`config.mk`:
```
export PLATFORM = sky130hd
export DESIGN_NAME = hdmi_stream_timing
export DESIGN_NICKNAME = d
export VERILOG_FILES = /design/src/rtl/hdmi_stream_timing.sv
export SDC_FILE = /design/constraint.sdc
export NUM_CORES = 1
export LEC_CHECK = 0
export CORE_UTILIZATION = 30
export CTS_BUF_LIST = sky130_fd_sc_hd__clkbuf_8
export CTS_CLUSTER_SIZE = 40
export DETAILED_ROUTE_END_ITERATION = 12
export PLACE_DENSITY = 0.65
export SLEW_MARGIN = 40
export SYNTH_ARGS = -nofsm -noshare
export SYNTH_HDL_FRONTEND = slang
export SYNTH_SLANG_ARGS = --single-unit
```
`constraint.sdc`:
```
create_clock -name clk -period 2.5 [get_ports clk]
set_input_delay 0.5 -clock clk [delete_from_list [all_inputs] [get_ports clk]]
set_output_delay 0.5 -clock clk [all_outputs]
set_load 0.05 [all_outputs]
```
`src/rtl/hdmi_stream_timing.sv`:
```
// Video timing generator plus one-pixel-per-beat AXI-Stream unpacker for the pixel clock.
// Frame alignment is enforced with tlast; misaligned frames are dropped until the next frame boundary.
module hdmi_stream_timing #(
  parameter int                   COLOR_W   = 8,
  parameter int                   H_ACTIVE  = 640,
  parameter int                   H_FP      = 16,
  parameter int                   H_SYNC    = 96,
  parameter int                   H_BP      = 48,
  parameter int                   V_ACTIVE  = 480,
  parameter int                   V_FP      = 10,
  parameter int                   V_SYNC    = 2,
  parameter int                   V_BP      = 33,
  parameter bit                   HSYNC_POL = 1'b0,
  parameter bit                   VSYNC_POL = 1'b0,
  parameter logic [3*COLOR_W-1:0] UF_COLOR  = 24'hFF00FF
) (
  input  logic                 clk,
  input  logic                 rst,
  input  logic [3*COLOR_W-1:0] s_tdata,
  input  logic                 s_tvalid,
  input  logic                 s_tlast,
  output logic                 s_tready,
  output logic [COLOR_W-1:0]   red,
  output logic [COLOR_W-1:0]   green,
  output logic [COLOR_W-1:0]   blue,
  output logic                 blank,
  output logic                 hsync,
  output logic                 vsync,
  output logic                 frame_start,
  output logic                 underflow,
  output logic                 frame_err
);

  localparam int H_TOTAL = H_ACTIVE + H_FP + H_SYNC + H_BP;
  localparam int V_TOTAL = V_ACTIVE + V_FP + V_SYNC + V_BP;
  localparam int HW      = $clog2(H_TOTAL);
  localparam int VW      = $clog2(V_TOTAL);

  typedef enum logic [1:0] {RUN, RESYNC, WAIT_SOF} state_t;

  logic [HW-1:0]        h_q, h_d;
  logic [VW-1:0]        v_q, v_d;
  state_t               state_q, state_d;
  logic [3*COLOR_W-1:0] pix_q, pix_d;
  logic                 blank_q, hs_q, vs_q, fs_q, uf_q, ferr_q;
  logic                 hs_d, vs_d, uf_d, ferr_d;
  logic                 h_last, v_last, active, last_px, tready_c, accept;

  always_comb begin
    h_last  = (int'(h_q) == H_TOTAL - 1);
    v_last  = (int'(v_q) == V_TOTAL - 1);
    h_d     = h_last ? '0 : h_q + HW'(1);
    v_d     = h_last ? (v_last ? '0 : v_q + VW'(1)) : v_q;
    active  = (int'(h_q) < H_ACTIVE) && (int'(v_q) < V_ACTIVE);
    last_px = (int'(h_q) == H_ACTIVE - 1) && (int'(v_q) == V_ACTIVE - 1);
    hs_d    = ((int'(h_q) >= H_ACTIVE + H_FP) && (int'(h_q) < H_ACTIVE + H_FP + H_SYNC))
              ? HSYNC_POL : ~HSYNC_POL;
    vs_d    = ((int'(v_q) >= V_ACTIVE + V_FP) && (int'(v_q) < V_ACTIVE + V_FP + V_SYNC))
              ? VSYNC_POL : ~VSYNC_POL;

    case (state_q)
      RUN:     tready_c = active;
      RESYNC:  tready_c = 1'b1;
      default: tready_c = 1'b0;
    endcase
    accept = s_tvalid & tready_c;

    state_d = state_q;
    pix_d   = '0;
    uf_d    = 1'b0;
    ferr_d  = 1'b0;
    case (state_q)
      RUN: begin
        if (active) begin
          if (s_tvalid) pix_d = s_tdata;
          else begin
            pix_d = UF_COLOR;
            uf_d  = 1'b1;
          end
        end
        // A starved last pixel is treated the same as a missing tlast.
        if (accept && s_tlast && !last_px) begin
          ferr_d  = 1'b1;
          state_d = WAIT_SOF;
        end else if (last_px && !(accept && s_tlast)) begin
          ferr_d  = 1'b1;
          state_d = RESYNC;
        end
      end
      RESYNC:   if (accept && s_tlast) state_d = WAIT_SOF;
      WAIT_SOF: if (h_last && v_last) state_d = RUN;
      default:  state_d = RUN;
    endcase
  end

  assign s_tready = rst & tready_c;

  always_ff @(posedge clk or negedge rst) begin
    if (!rst) begin
      h_q     <= '0;
      v_q     <= '0;
      state_q <= RUN;
      pix_q   <= '0;
      blank_q <= 1'b1;
      hs_q    <= ~HSYNC_POL;
      vs_q    <= ~VSYNC_POL;
      fs_q    <= 1'b0;
      uf_q    <= 1'b0;
      ferr_q  <= 1'b0;
    end else begin
      h_q     <= h_d;
      v_q     <= v_d;
      state_q <= state_d;
      pix_q   <= pix_d;
      blank_q <= ~active;
      hs_q    <= hs_d;
      vs_q    <= vs_d;
      fs_q    <= (h_q == '0) && (v_q == '0);
      uf_q    <= uf_d;
      ferr_q  <= ferr_d;
    end
  end

  assign red         = pix_q[3*COLOR_W-1 -: COLOR_W];
  assign green       = pix_q[2*COLOR_W-1 -: COLOR_W];
  assign blue        = pix_q[COLOR_W-1:0];
  assign blank       = blank_q;
  assign hsync       = hs_q;
  assign vsync       = vs_q;
  assign frame_start = fs_q;
  assign underflow   = uf_q;
  assign frame_err   = ferr_q;

endmodule

```
==> summary.md <==
| Metric | Value |
|---|---|
| DRC | 0 |
| Post-synth top area share | 54.8% |
| Via count | around 1700 |
| Largest area contributor in the netlist | dfrtp_1 |
| Routed WL per cell | between 10 and 15 um |
| GPL Wtd Cong | between 0.8 and 0.9 |
| Filler cells | between 700 and 800 |
| Share of cells above drive strength 1 | about 7% |
| Largest vdd supply drop | roughly 0.24 mV |
| Core area | between 7000 and 8000 um2 |
| Full die area | 7810 um2 |
| Final ANT Viol Nets | 0 |
| Slew @ Worst Pin | between 0.6 and 0.7 ns |
| Syn nets | between 200 and 300 |
| H-tree Lvls | 2 |
| Setup TNS | 0 ns |
| CTS Buffer Depth | 2 |
| DP Wirelength | between 3 and 4 mm |
| Largest net degree at the start of global routing | 53 |
| Max_cap viols | 0 |
| Final Cycle Share | 92.6% |
| N_diodes | 0 |
| Sequential share of the synthesized area | about three fifths |
| Die Y | 88.4 um |
| R2R setup slack | around 0.30 ns |
| Post-Syn Area | approximately 2200 um2 |
| Total clock sinks | between 50 and 60 |
| FMAX | ~430 MHz |
| Hold buffer count at CTS | 0 |
| Crit path kind | flop to output port |
| Req. time, crit path | roughly 2.0 ns |
| Startpoint types | flop |
| Rows | 31 |
| Leak Pwr | roughly 1.4 nW |
| Post-CTS Setup Repair Bufs | 0 |
| Tmin final | roughly 2.3 ns |
| RR Startpoint | h_q[7] |
| CTS root buffer | clkbuf_8 |
| DRT Pass-1 Iters | 4 |
| Clock slew at reported path FFs | ~0.10 ns |
| Post-synth EDFFs | 0 |
| Number of distinct library cells after synthesis | 34 |
| Status | finished, final reports clean |
| Cells after synthesis | 216 |
| Number of slew-limit violations in the final report | 0 |
| CTS tree | done |
| Launch point of the worst path | h_q[8] |
| RSZ-0062 raised after global routing | no |
| Critical Path End Type | output port |
| Critical Path AT | roughly 1.8 ns |
| Initial antenna violation count | 0 |
| Worst slew margin | between 50% and 60% |
| Initial DRC count | 50 |
| Worst Clk Skew | between 0.01 and 0.015 ns |
| Pwr dens | about 460 nW/um2 |
| GRT Total Usage | 12.1% |
| Synth Area per Inst | 10.4 um2 |
| Most frequent cells in the layout | 56 x clkdlybuf4s50_1, 49 x dfrtp_1, 24 x inv_1 |
| Drt total wl | 4.70 mm |
| Core Util, Final | between 40% and 50% |
| Synthesized flop and latch total | 52 |
| Starting density of the core | 31.0% |
| Final nets | 309 |
| Most common cell after layout, fill and taps aside | clkdlybuf4s50_1 |
| Final hold violations | 0 |
| Yosys Warn Count | 0 |
| Hold Crit Class | input pin to async pin |
| Fraction of registers with async set/reset | between 90% and 100% |
| Final setup violation count | 0 |
| Layout area overhead | 35.3% |
| Vias per cell | ~4.6 |
| Worst-skew pair later-pin latency | 0.30 ns |
| Top_reg_cell synth | dfrtp_1 |
| Total CTS buffers | 5 |
| Top cells by area, synth | dfrtp_1 55%, a21oi_1 4.3%, inv_1 4.0%, dfstp_2 3.5%, ha_1 3.4% |
| Crit-path max FO | 9 |
| Resized cells post-CTS | 0 |
| I/O Buffers | 58 |
| Ports | 59 |
| Die X | roughly 88 um |
| Global route overflow | 0 |
| Global-route wire length before repair | about 7.5 mm |
| Vias in the first global route | 1695 |
## worst max-delay path, stage by stage (launching register included)
cell	delay, ns
dfrtp_1	0.48
o21ai_0	0.19
nand3b_1	0.18
a21oi_1	0.30
and2_1	0.22
buf_12	0.15
## power by group
group          leakage, nW  total, mW  internal (mW)  switching, mW
clock               0.0445      0.478          0.199          0.279
combinational        0.663     0.0716         0.0401         0.0316
sequential           0.697      0.841          0.841              0
total                 1.40       1.39           1.08          0.311
## worst paths after layout
kind	cells past startpoint	to
setup reg to reg	4	v_q[9]
hold reg to reg	1	h_q[0]
hold / removal	2	pix_q[9]
max in group asynchronous	2	h_q[1]
setup / recovery	5	s_tready
min in group clk	1	h_q[0]
## area by class of cell
| type | instances | area [um2] | share of cell area [%] |
|---|---|---|---|
| Sequential cell | 52 | 1310 | 43.1 |
| Multi-Input combinational cell | 129 | 796 | 26.3 |
| Timing Repair Buffer | 63 | 623 | 20.6 |
| Tap cell | 99 | 124 | 4.09 |
| Inverter | 24 | 90.1 | 2.98 |
| Clock buffer | 5 | 68.8 | 2.27 |
| Clock inverter | 3 | 21.3 | 0.702 |
## Yosys cell counts, drive strengths merged, types with 2 or more instances
library cell,instances
nor2b,4
clkbuf,9
nand2,7
xnor2,8
and3,10
dfstp,3
buf,2
nor4,7
nor3,4
nand3,12
nor2,17
ha,6
a21oi,19
inv,24
xor2,5
nand4,7
or3,4
or4b,2
o21ai,5
dfrtp,49
## layer usage
layer,up-vias,part of all wire (%),track usage [%]
met5,-,0,0
met3,5,8.1,3.54
li1,846,-,-
met4,0,0.49,3.23
met1,814,44,14.8
met2,63,47,20.8
## kinds of logic (layout without fill, tap and decap cells)
logic type	after synthesis	count (layout)	synth area share, %
xor gates and xnor gates	13	13	5.09
AOI/OAI and AO/OA	30	30	7.44
adders and majority gates	6	6	3.36
and+or+nand+nor	80	80	19.7
buffers and inverters	35	95	6.10
DFF	52	52	58.3
## registers in the layout (all words and copies together) (netlist names)
name and flops:
frame_err 1, h_q 10, frame_start 1, blank 1
vsync 1, state_q 2, hsync 1, pix_q 24
underflow 1, v_q 10
## metrics by stage
step	std cells	instance area [um2]	setup WS (ns)	power [mW]	hold WS [ns]
after floorplan	216	2240	0.426	0.868	0.204
after global placement	367	2940	0.356	0.930	0.496
after detailed placement	367	2940	0.338	0.931	0.498
after CTS	375	3030	0.150	1.41	0.338
after global routing	375	3030	0.0485	1.45	0.393
final	375	3030	0.184	1.39	0.318
Power figures use the tool's default switching activity.
